[src/rtl/mult_share_ctrl.sv]
// Round-robin sequencer sharing one add-shift multiplier between two requesters.
// Issues clr_ld, WIDTH add/shift pairs (last add pair subtracts), then a done pulse.
//
// state | meaning
// IDLE  | no transaction; arbitrate pending requests
// LOAD  | clear accumulator, load operands for the granted requester
// ADD   | conditional add (sub on the final iteration) of multiplicand on M
// SHIFT | arithmetic right shift; advance iteration count or finish
// DONE  | pulse done to the granted requester, hand priority to the other one
module mult_share_ctrl #(
    parameter int WIDTH = 8
) (
    input  logic       clk,
    input  logic       reset,
    input  logic [1:0] req,
    input  logic       M,
    output logic [1:0] grant,
    output logic       busy,
    output logic       clr_ld,
    output logic       add,
    output logic       sub,
    output logic       shift,
    output logic [1:0] done
);

    localparam int CW = $clog2(WIDTH);
    localparam logic [CW-1:0] CNT_LAST = CW'(WIDTH - 1);

    typedef enum logic [2:0] {
        IDLE,
        LOAD,
        ADD,
        SHIFT,
        DONE
    } state_t;

    state_t        state, state_nxt;
    logic [CW-1:0] cnt, cnt_nxt;
    logic          ptr, ptr_nxt;
    logic [1:0]    grant_nxt;
    logic [1:0]    winner;

    // ptr=0 favours req[0] on a tie, ptr=1 favours req[1]
    always_comb begin
        winner = 2'b00;
        case (req)
            2'b01:   winner = 2'b01;
            2'b10:   winner = 2'b10;
            2'b11:   winner = ptr ? 2'b10 : 2'b01;
            default: winner = 2'b00;
        endcase
    end

    always_ff @(posedge clk) begin
        if (reset) begin
            state <= IDLE;
            cnt   <= '0;
            ptr   <= 1'b0;
            grant <= 2'b00;
        end else begin
            state <= state_nxt;
            cnt   <= cnt_nxt;
            ptr   <= ptr_nxt;
            grant <= grant_nxt;
        end
    end

    always_comb begin
        state_nxt = state;
        cnt_nxt   = cnt;
        ptr_nxt   = ptr;
        grant_nxt = grant;
        clr_ld    = 1'b0;
        add       = 1'b0;
        sub       = 1'b0;
        shift     = 1'b0;
        done      = 2'b00;
        case (state)
            IDLE: begin
                if (req != 2'b00) begin
                    state_nxt = LOAD;
                    grant_nxt = winner;
                    cnt_nxt   = '0;
                end
            end
            LOAD: begin
                clr_ld    = 1'b1;
                state_nxt = ADD;
            end
            ADD: begin
                // add/sub follow M directly to line up with the datapath's LSB
                if (cnt == CNT_LAST) begin
                    sub = M;
                end else begin
                    add = M;
                end
                state_nxt = SHIFT;
            end
            SHIFT: begin
                shift = 1'b1;
                if (cnt == CNT_LAST) begin
                    state_nxt = DONE;
                end else begin
                    cnt_nxt   = cnt + CW'(1);
                    state_nxt = ADD;
                end
            end
            DONE: begin
                done      = grant;
                ptr_nxt   = grant[0];
                grant_nxt = 2'b00;
                state_nxt = IDLE;
            end
            default: begin
                state_nxt = IDLE;
                grant_nxt = 2'b00;
            end
        endcase
    end

    assign busy = (state != IDLE);

    a_ctrl_exclusive: assert property (@(posedge clk)
        $onehot0({clr_ld, add, sub, shift, |done}));

endmodule

[config.mk]
export PLATFORM = sky130hd
export DESIGN_NAME = mult_share_ctrl
export DESIGN_NICKNAME = d
export VERILOG_FILES = /design/src/rtl/mult_share_ctrl.sv
export SDC_FILE = /design/constraint.sdc
export NUM_CORES = 1
export LEC_CHECK = 0
export BUFFER_PORTS_ARGS = -buffer_cell sky130_fd_sc_hd__buf_2
export CELL_PAD_IN_SITES_DETAIL_PLACEMENT = 0
export CELL_PAD_IN_SITES_GLOBAL_PLACEMENT = 1
export CORE_AREA = 2 2 41 43
export CTS_BUF_LIST = sky130_fd_sc_hd__clkbuf_4
export DETAILED_ROUTE_END_ITERATION = 8
export DIE_AREA = 0 0 43 45
export PLACE_DENSITY_LB_ADDON = 0.1
export SYNTH_ARGS = -nofsm -noshare
export SYNTH_HDL_FRONTEND = slang
export SYNTH_SLANG_ARGS = --single-unit
[constraint.sdc]
create_clock -name clk -period 1.35 [get_ports clk]
set_input_delay 0.135 -clock clk [delete_from_list [all_inputs] [get_ports clk]]
set_output_delay 0.135 -clock clk [all_outputs]
set_load 0.02 [all_outputs]
# [Yosys cells after proc, flatten, opt, wreduce, memory -nomap -nowiden]
# Cells that the tools add are included.
[word_totals] regBits=9 latchBits=0 mem_bits_rw=0 romBits=0 in_bits=5 out_inout_bits=9 word_cells=40 memories=0
[op_classes] addsub=1 mul=0 n_div=0 order_cmp=0 n_eq_ne=10 n_shift=0 muxes=17 n_bitwise=1 n_reduce_logical=7
[op_table] cell="$mux 3" count=4
[op_table] cell="$pmux 3 s4" count=1
[op_table] cell="$eq 3x2->1 const B" count=2
[op_table] cell="$eq 3x3->1 const B" count=2
[op_table] cell="$mux 1" count=6
[op_table] cell="$mux 2" count=3
[op_table] cell="$pmux 2 s3" count=1
[op_table] cell="$pmux 3 s2" count=1
[op_table] cell="$eq 2x2->1 const B" count=2
[op_table] cell="$ne 2x2->1 const B" count=2
[op_table] cell="$pmux 2 s2" count=1
[op_table] cell="$reduce_bool 2->1" count=2
[op_table] cell="$add 3x1->3 const B" count=1
[op_table] cell="$eq 3x1->1 const B" count=1
[op_table] cell="$logic_not 3->1" count=1
[op_table] cell="$reduce_and 3->1" count=1
[op_table] cell="$reduce_bool 3->1" count=1
[op_table] cell="$reduce_or 3->1" count=1
[op_table] cell="$eq 2x1->1 const B" count=1
[op_table] cell="$reduce_and 2->1" count=1
[op_table] cell="$not 1->1" count=1

# [Logic depth before layout (Yosys ltp)]
# Gate-level depths: netlist of run 1.
[depth] depth_word=4 depth_mapped=5 ltp_nobuf=5

# [Worst setup path after synthesis of run 1]
# No wires, ideal clock.
[synth_path] path_kind="reg-to-output" start="register cnt[0]" end="output port add" arrival_ps=1248 t_required_ps=1215 setup_slack_ps=-33 stages_incl_launch_ff=4 n_path_buf=0 path_cell_list="dfxtp_1 -> ha_1 -> ha_1 -> nor3b_1"
[synth_via] elab_chain_len=3
[synth_rtl] element="start: declaration" line_no="38" rtl="logic [CW-1:0] cnt, cnt_nxt;"
[synth_rtl] element="start signal: assignment" line_no="62" rtl="cnt <= cnt_nxt;"
[synth_rtl] element="$eq 3x3->1" line_no="92" rtl="if (cnt == CNT_LAST) begin"
[synth_rtl] element="$mux 1" line_no="92"
[synth_rtl] element="$mux 1" line_no="78" rtl="case (state)"
[synth_rtl] element="end: declaration" line_no="20" rtl="output logic add,"
# Every way passes these cells.

# [Final worst setup path of run 1]
[layout_path] start="register cnt[1]" end="output port add"
# Same word-level chain as after synthesis.

==> impl_metrics.ini, run 1 <==
[drt]
routed_wl_microns = 1272
drtIter0Drc = 3
wl_per_cell_microns = 13.25
via_per_inst = 5.302
drc = 0
vias = 509
drtAntennaViolNets = 0
firstDrtPassIters = 4

[grt]
antenna_found_initial = 0
grt_first_pass_wirelength_microns = 2214
grt_max_degree = 16
gr-total-overflow = 0
grt_pass1_vias = 478
track_usage_pct = 15.68

[power]
leakage_nw = 0.3213
finalPower_w = 0.0006756
peakVddDrop_mv = 0.6281
powerDensity_nw_per_um2 = 889.6

[cts]
numCtsBuffers = 3
ctsRootBufferMaster = clkbuf_4
clk_latency_ns = 0.27
cts.reportedPaths.clkPinSlew_ns = 0.06
cts-htree-levels = 1
cts_sinks = 9
cts_tree = done
cts_buffer_depth = 2

[finish]
n_antenna_cell = 0
post-route-util_pct = 51.62
fin_nets = 88
layout-drive-gt1-share_pct = 52.50
nFillCells = 149
area_growth_pct = 54.85
design_area_sq_um = 759.5

[synth]
postSynthCellCount = 56
synthesis.area_sq_um = 490.5
synth_warnings = 0
synth_seq_area_share_pct = 36.73
synth_top_family_by_area = simple AND/OR/NAND/NOR gates
avgSynthCellArea_sq_um = 8.758
synth_fp_nets = 63
synth_xor_area_share_pct = 0
synth_cell_type_count = 28
ys_ff_latch = 9
synth_fa_ha_area_share_pct = 5.102
synthSimpleGateAreaFrac_pct = 35.46
ys_dominant_reg_cell = dfxtp_1
synth_compound_area_share_pct = 15.56
muxShareOfSynthArea_pct = 2.041
synth_edf_count = 0
async_flop_share_pct = 0

[timing]
finalClockSkew_ns = 0.001886
fin_ws_ns = -0.1159
setup_viol = 3
tightestPinTransition_ns = 0.2676
period_share_pct = 108.6
slew_headroom_pct = 81.88
finalMaxSlewViolations = 0
period_minus_slack_ns = 1.466
rsz0062_at_grt = true
hold_viol = 0
fmax_ghz = 0.6822
finalSetupTns_ns = -0.2411

[setup_path]
crit_path_max_fanout = 3
cp-end-kind = primary output
crit_required_ns = 1.22
crit_type = reg2out
worstSetupStartpoint = cnt[1]$_SDFFE_PP0P_
crit_arrival_ns = 1.33
cp-start-kind = flip-flop
r2r-start = cnt[1]$_SDFFE_PP0P_

[floorplanning]
start_util_pct = 33.33
die_h_microns = 45
die_x_microns = 43
die-area_sq_um = 1935
fp.coreArea_sq_um = 1471
row_count = 14
io_pins = 14

[placed_design]
placed_area_sq_um = 604.3
preCtsSetupSlack_ns = -0.03659
port_buffers = 13
place_congestion = 0.7691
hpwl_microns = 799.7

[hold_path]
min_path_type = in2reg
hold_start = reset

[status]
status = finished, violations left
violations = negative setup slack

[job]
cap_violations = 0
[cells in the final DEF (no fill, tap or decap), drive strengths merged, types with 2 or more instances in the layout]
cell / count
nor2: 7
and3: 2
nor4: 2
o311ai: 2
nand2: 4
or3b: 2
clkbuf: 4
ha: 2
and2: 2
a22oi: 2
nor3b: 2
dfxtp: 9
a21oi: 2
buf: 24
nor3: 4
[cell usage after synthesis, drive strengths merged (2+ instances only)]
library cell	count	share of area (%)
a21oi	2	2.0
a22oi	2	3.1
and2	2	2.6
and3	2	2.6
buf	3	3.6
dfxtp	9	37
ha	2	5.1
nand2	4	3.1
nor2	7	5.4
nor3	4	5.1
nor3b	2	4.1
nor4	2	2.6
o311ai	2	3.6
or3b	2	3.6
[logic make-up (layout without fill, tap and decap cells)]
kind of cell / after synthesis / after routing
muxes: 1 / 1
buffers and inverters: 5 / 29
adders and majority gates: 2 / 2
DFF: 9 / 9
AOI/OAI and AO/OA: 10 / 10
and+or+nand+nor: 29 / 29
[path summary, 6_finish.rpt]
path	to	slack, ns	cells past startpoint
worst max-delay path	add	-0.12	5
worst min-delay path	cnt[1]$_SDFFE_PP0P_	0.17	2
worst max register to register	cnt[0]$_SDFFE_PP0P_	-0.04	5
worst min register to register	state[1]$_SDFFE_PP0P_	0.46	1
[stage by stage]
stage	cells	hold WS, ns
after floorplan	56	0.3447
after global placement	87	0.4510
after detailed placement	87	0.4537
after CTS	91	0.1688
after global routing	96	0.1695
final	96	0.1706
[worst max-delay path: stages, from the launching register on]
cell     delay [ns]
dfxtp_2        0.34
ha_4           0.16
ha_4           0.15
buf_6          0.11
nor3b_2        0.14
buf_4          0.16
[layer usage]
layer / vias up / track usage, % / wire length (microns)
met5: - / 0 / 0
met4: 0 / 10.91 / 36
met3: 4 / 2.400 / 46
met2: 12 / 24.55 / 574
met1: 234 / 19.95 / 615
li1: 259 / - / -
[layout make-up]
type | count | area, sq um | area share (%)
tap | 16 | 20.02 | 2.636
sequential | 9 | 193.9 | 25.54
multi-input combinational | 42 | 331.6 | 43.66
timing repair buffer | 24 | 177.7 | 23.39
clock buffer | 4 | 30.03 | 3.954
inverter | 1 | 6.256 | 0.8237
[state kept, by name, indices dropped and copies added (netlist names)]
signal / flops
cnt: 3
state: 3
grant: 2
ptr: 1
[power breakdown]
part / switching (W) / leakage [nW] / internal [W]
Combinational: 0.0000693 / 0.226 / 0.0000694
Sequential: 0.0000191 / 0.0764 / 0.000276
Clock: 0.000107 / 0.0184 / 0.000135
[timing repair]
item,4_1_cts,5_1_grt
endpoints found under the hold margin,0,0
endpoints found under the setup margin,8,8
hold buffers,0,0
pin swaps,4,3
gates resized for setup,19,11
setup buffers,0,5
No activity file was read; power rests on OpenSTA's default activity.
==> run 2: changes to the inputs <==
Settings changed: REMOVE_ABC_BUFFERS set to 1.
==> run 2 against run 1 <==
The flow still finishes with violations (negative setup slack). Clock-buffer cell count unchanged. Clock skew barely moved. Via count rose by 0.39%. Clock power is 6% lower. First-iteration DRC count rose to 5.7 times the previous value. Register-to-register slack lost 0.06 ns. Combinational power is 4% lower. Sequential share of layout area shrank 0.29 points. Critical path depth increased by 1. Final area fell by 0.16%. Power shrank 2.7%. Die area unchanged. Critical path type is now reg2reg. Critical endpoint is now cnt[0]$_SDFFE_PP0P_.
==> impl_metrics.ini, run 2 (synthesis results as in run 1) <==
[status]
status = finished, violations left
violations = negative setup slack

[drt]
met3WireLength_microns = 55
via_per_inst = 5.214
top_layer = met4
wl_per_cell_microns = 13.27
vias = 511
firstDrtPassIters = 4
routedLengthMet1_microns = 629
routed_wl_microns = 1300
drtIter0Drc = 17
wl_met2_microns = 596
drc = 0
drtAntennaViolNets = 0

[placed_design]
hpwl_microns = 840.3
preCtsSetupSlack_ns = -0.06039
port_buffers = 13
place_congestion = 0.7272

[finish]
top_regs = cnt: 3 flops, state: 3 flops, grant: 2 flops
mostFrequentLayoutCells = buf_4 (14), buf_2 (8), nor2_1 (7)
fin_nets = 90
post-route-util_pct = 51.53
layout_commonest_cell = buf_4
area_growth_pct = 54.59
layout-drive-gt1-share_pct = 52.44
n_antenna_cell = 0

[floorplanning]
io_pins = 14
fp.coreArea_sq_um = 1471
die_x_microns = 43
die-area_sq_um = 1935
die_h_microns = 45
row_count = 14
start_util_pct = 33.33

[setup_path]
crit_type = reg2reg
crit_required_ns = 1.51
cp-start-kind = flip-flop
crit_path_max_fanout = 3
reg2reg_to = cnt[0]$_SDFFE_PP0P_
r2r-start = cnt[1]$_SDFFE_PP0P_
crit_arrival_ns = 1.61
ff2ff_setup_slack_ns = -0.10
worstSetupStartpoint = cnt[1]$_SDFFE_PP0P_
reg2reg_depth = 6
cp-end-kind = flip-flop

[grt]
grt_max_degree = 14
grt_pass1_vias = 501
track_usage_pct = 15.59
antenna_found_initial = 0
grt_first_pass_wirelength_microns = 2187
gr-total-overflow = 0

[timing]
fin_ws_ns = -0.1021
finalSetupTns_ns = -0.3167
period_minus_slack_ns = 1.452
slew_headroom_pct = 83.38
tightestPinTransition_ns = 0.2454
period_share_pct = 107.6
hold_viol = 0
fmax_ghz = 0.6887
rsz0062_at_grt = true
setup_viol = 6
finalMaxSlewViolations = 0
finalClockSkew_ns = 0.002238

[cts]
numCtsBuffers = 3
cts_tree = done
clk_latency_ns = 0.26
ctsRootBufferMaster = clkbuf_4
cts-htree-levels = 1
cts_sinks = 9
cts.reportedPaths.clkPinSlew_ns = 0.06
cts_buffer_depth = 2

[hold_path]
hold_start = reset
min_path_type = in2reg
min_to = cnt[1]$_SDFFE_PP0P_
holdPathStages = 2

[power]
leakage_nw = 0.3311
powerDensity_nw_per_um2 = 866.9
peakVddDrop_mv = 0.3608

[job]
cap_violations = 0
-- run 2: worst max-delay path by stage --
stage               slack (ns)                   to
floorplan                -0.03                  add
global placement        -0.006  cnt[0]$_SDFFE_PP0P_
detailed placement       -0.06  cnt[0]$_SDFFE_PP0P_
CTS                      -0.11                  add
global route             -0.15                  add
finish                   -0.10  cnt[0]$_SDFFE_PP0P_
-- run 2: critical path, cell delays in order (launching register included) --
cell and delay [ns]:
dfxtp_2 0.33, ha_4 0.16, ha_4 0.15, buf_4 0.13, and4bb_2 0.32, nor2_1 0.05
a311oi_1 0.21
-- run 2: cell type report --
cell class                      instances  area [sq um]
Fill cell                             154         713.2
Multi-Input combinational cell         42         322.8
Sequential cell                         9         191.4
Timing Repair Buffer                   26         190.2
Clock buffer                            4         30.03
Tap cell                               16         20.02
Inverter                                1         3.754
-- run 2: repair_timing --
item,CTS,global route
setup endpoints to repair,10,10
hold buffers,0,0
pin swaps,9,1
setup buffers,6,0
gates resized for setup,18,6
-- run 2: routing by layer --
| metal | vias to the layer above | global-route usage, % |
|---|---|---|
| met5 | - | 0 |
| met4 | 0 | 13.94 |
| met3 | 2 | 2.000 |
| met2 | 16 | 24.55 |
| met1 | 231 | 18.67 |
| li1 | 262 | - |
-- run 2: report_power, final --
group	total [W]	switching [W]	internal (W)
clock network	0.000228	0.0000938	0.000134
registers	0.000296	0.0000198	0.000277
logic	0.000133	0.0000670	0.0000662
-- run 2: stage by stage --
| step | area (sq um) | hold slack (ns) | total power [W] | instances |
|---|---|---|---|---|
| detailed placement | 606.8 | 0.4662 | 0.0004116 | 88 |
| global route | 758.2 | 0.1830 | 0.0006966 | 98 |
| global placement | 606.8 | 0.4520 | 0.0004124 | 88 |
| floorplan | 469.2 | 0.2041 | 0.0003603 | 52 |
| finish | 758.2 | 0.1936 | 0.0006573 | 98 |
| CTS | 742.0 | 0.1773 | 0.0006643 | 98 |
==> run 3: changes to the inputs <==
Settings changed: BUFFER_PORTS_ARGS -buffer_cell sky130_fd_sc_hd__buf_2 to -buffer_cell sky130_fd_sc_hd__buf_4, CTS_CLUSTER_SIZE set to 8.
==> run 3 against run 2 <==
The flow still finishes with violations (negative setup slack). Flip-flop and latch count is the same. Non-clock buffer count decreased by 1. Hold slack got worse by 0.074 ns. Sequential share of layout area is 0.53 points lower. Fmax up 5.4%. Sequential power about the same. Critical path type unchanged. Clock power is 3% higher. Highest routed layer is now met3. First-iteration DRC count down 59%. Final area grew 2.1%. Clock-buffer cell count did not move. Final cell count fell by 1.0%. Largest power group unchanged.
==> impl_metrics.ini, run 3 (synthesis results as in run 1) <==
[timing]
tightestPinTransition_ns = 0.2396
period_share_pct = 102.0
slew_headroom_pct = 83.78
setup_viol = 3
fin_ws_ns = -0.02740
finalMaxSlewViolations = 0
fmax_ghz = 0.7260
finalSetupTns_ns = -0.05187
hold_viol = 0
finalClockSkew_ns = 0.0006170
period_minus_slack_ns = 1.377
rsz0062_at_grt = true

[finish]
layout_commonest_cell = buf_4
area_growth_pct = 57.91
top_regs = cnt: 3 flops, state: 3 flops, grant: 2 flops
mostFrequentLayoutCells = buf_4 (21), nor2_1 (6), clkbuf_4 (4), dfxtp_1 (4)
layout-drive-gt1-share_pct = 55.56
post-route-util_pct = 52.64
n_antenna_cell = 0
fin_nets = 89

[setup_path]
r2r-start = cnt[1]$_SDFFE_PP0P_
crit_path_max_fanout = 5
crit_top_cell = ha_4
reg2reg_depth = 5
crit_required_ns = 1.51
critPathMaxStageDelay_ns = 0.34
crit_chain = ha_4 > ha_4 > and4bb_2 > nor2_1 > a311oi_1
cp-start-kind = flip-flop
ff2ff_setup_slack_ns = -0.03
crit_type = reg2reg
reg2reg_to = cnt[0]$_SDFFE_PP0P_
slowest_stage = dfxtp_2
crit_arrival_ns = 1.54
worstSetupStartpoint = cnt[1]$_SDFFE_PP0P_
cp-end-kind = flip-flop
crit_end = cnt[0]$_SDFFE_PP0P_

[drt]
drtIter0Drc = 7
via_per_inst = 5.206
firstDrtPassIters = 3
routed_wl_microns = 1368
vias = 505
wl_per_cell_microns = 14.10
drtAntennaViolNets = 0
drc = 0

[cts]
cts-htree-levels = 1
cts.reportedPaths.clkPinSlew_ns = 0.07
ctsRootBufferMaster = clkbuf_4
cts_tree = done
numCtsBuffers = 3
cts_buffer_depth = 2
clk_latency_ns = 0.26
cts_sinks = 9

[power]
peakVddDrop_mv = 0.5828
powerDensity_nw_per_um2 = 880.0
leakage_nw = 0.3231

[grt]
track_usage_pct = 14.17
grt_pass1_vias = 450
grt_max_degree = 16
gr-total-overflow = 0
antenna_found_initial = 0
grt_first_pass_wirelength_microns = 2021

[status]
violations = negative setup slack
status = finished, violations left

[hold_path]
min_path_type = in2reg

[floorplanning]
row_count = 14
die_h_microns = 45
start_util_pct = 33.33
io_pins = 14
die-area_sq_um = 1935
fp.coreArea_sq_um = 1471
die_x_microns = 43

[placed_design]
place_congestion = 0.6898
hpwl_microns = 842
port_buffers = 13

[job]
cap_violations = 0
[run 3: changes by cell type in the layout (fill, tap and decap cells not counted), sizes merged]
cell    change
clkbuf      +2
buf         -3
[run 3: power breakdown]
group          leakage (nW)  switching, W  internal (W)
combinational         0.229     0.0000737     0.0000773
clock                0.0184     0.0000998      0.000134
sequential           0.0761     0.0000188      0.000278
total                 0.323      0.000192      0.000489
[run 3: worst max-delay path: cells and delay by family (launching register included)]
kind | cells | cell delay [ns]
flip-flops | 1 | 0.34
adder cells (fa/ha/maj) | 2 | 0.33
AO/OA/AOI/OAI | 1 | 0.22
AND/OR/NAND/NOR | 2 | 0.39
[run 3: routing by layer]
layer  wire length (microns)  up-vias  track usage, %
met5                       0        -               0
met4                       0        0           7.273
met3                      42        0           1.200
met2                     657        8           22.42
met1                     667      239           19.46
li1                        -      258               -
[run 3: through the flow]
step	hold slack, ns	power, W	cell area, sq um	cells	setup WS, ns
after global placement	0.3993	0.0004221	639.4	88	-0.006361
final	0.1199	0.0006815	774.5	97	-0.02740
after CTS	0.1172	0.0006675	719.4	91	-0.01044
after detailed placement	0.3972	0.0004208	639.4	88	-0.03700
after floorplan	0.2041	0.0003603	469.2	52	-0.03297
after global routing	0.1178	0.0007182	774.5	97	-0.1024
[run 3: cell type report]
cell class / count / area, sq um
fill: 142 / 696.9
multi-input combinational: 42 / 339.1
sequential: 9 / 191.4
timing repair buffer: 25 / 190.2
clock buffer: 4 / 30.03
tap: 16 / 20.02
inverter: 1 / 3.754
[run 3: worst min-delay path by stage]
stage / from / cells after the start / end
floorplan: reset / 1 / cnt[1]$_SDFFE_PP0P_
global placement: reset / 2 / grant[1]$_SDFFE_PP0P_
detailed placement: reset / 2 / grant[1]$_SDFFE_PP0P_
CTS: reset / 2 / cnt[1]$_SDFFE_PP0P_
global route: reset / 2 / state[0]$_SDFFE_PP0P_
finish: reset / 2 / cnt[0]$_SDFFE_PP0P_
[run 3: timing repair]
action | 4_1_cts | 5_1_grt
endpoints found under the setup margin | 8 | 9
gates resized for setup | 15 | 6
pin swaps | 6 | 4
setup buffers | 0 | 6
hold buffers | 0 | 0
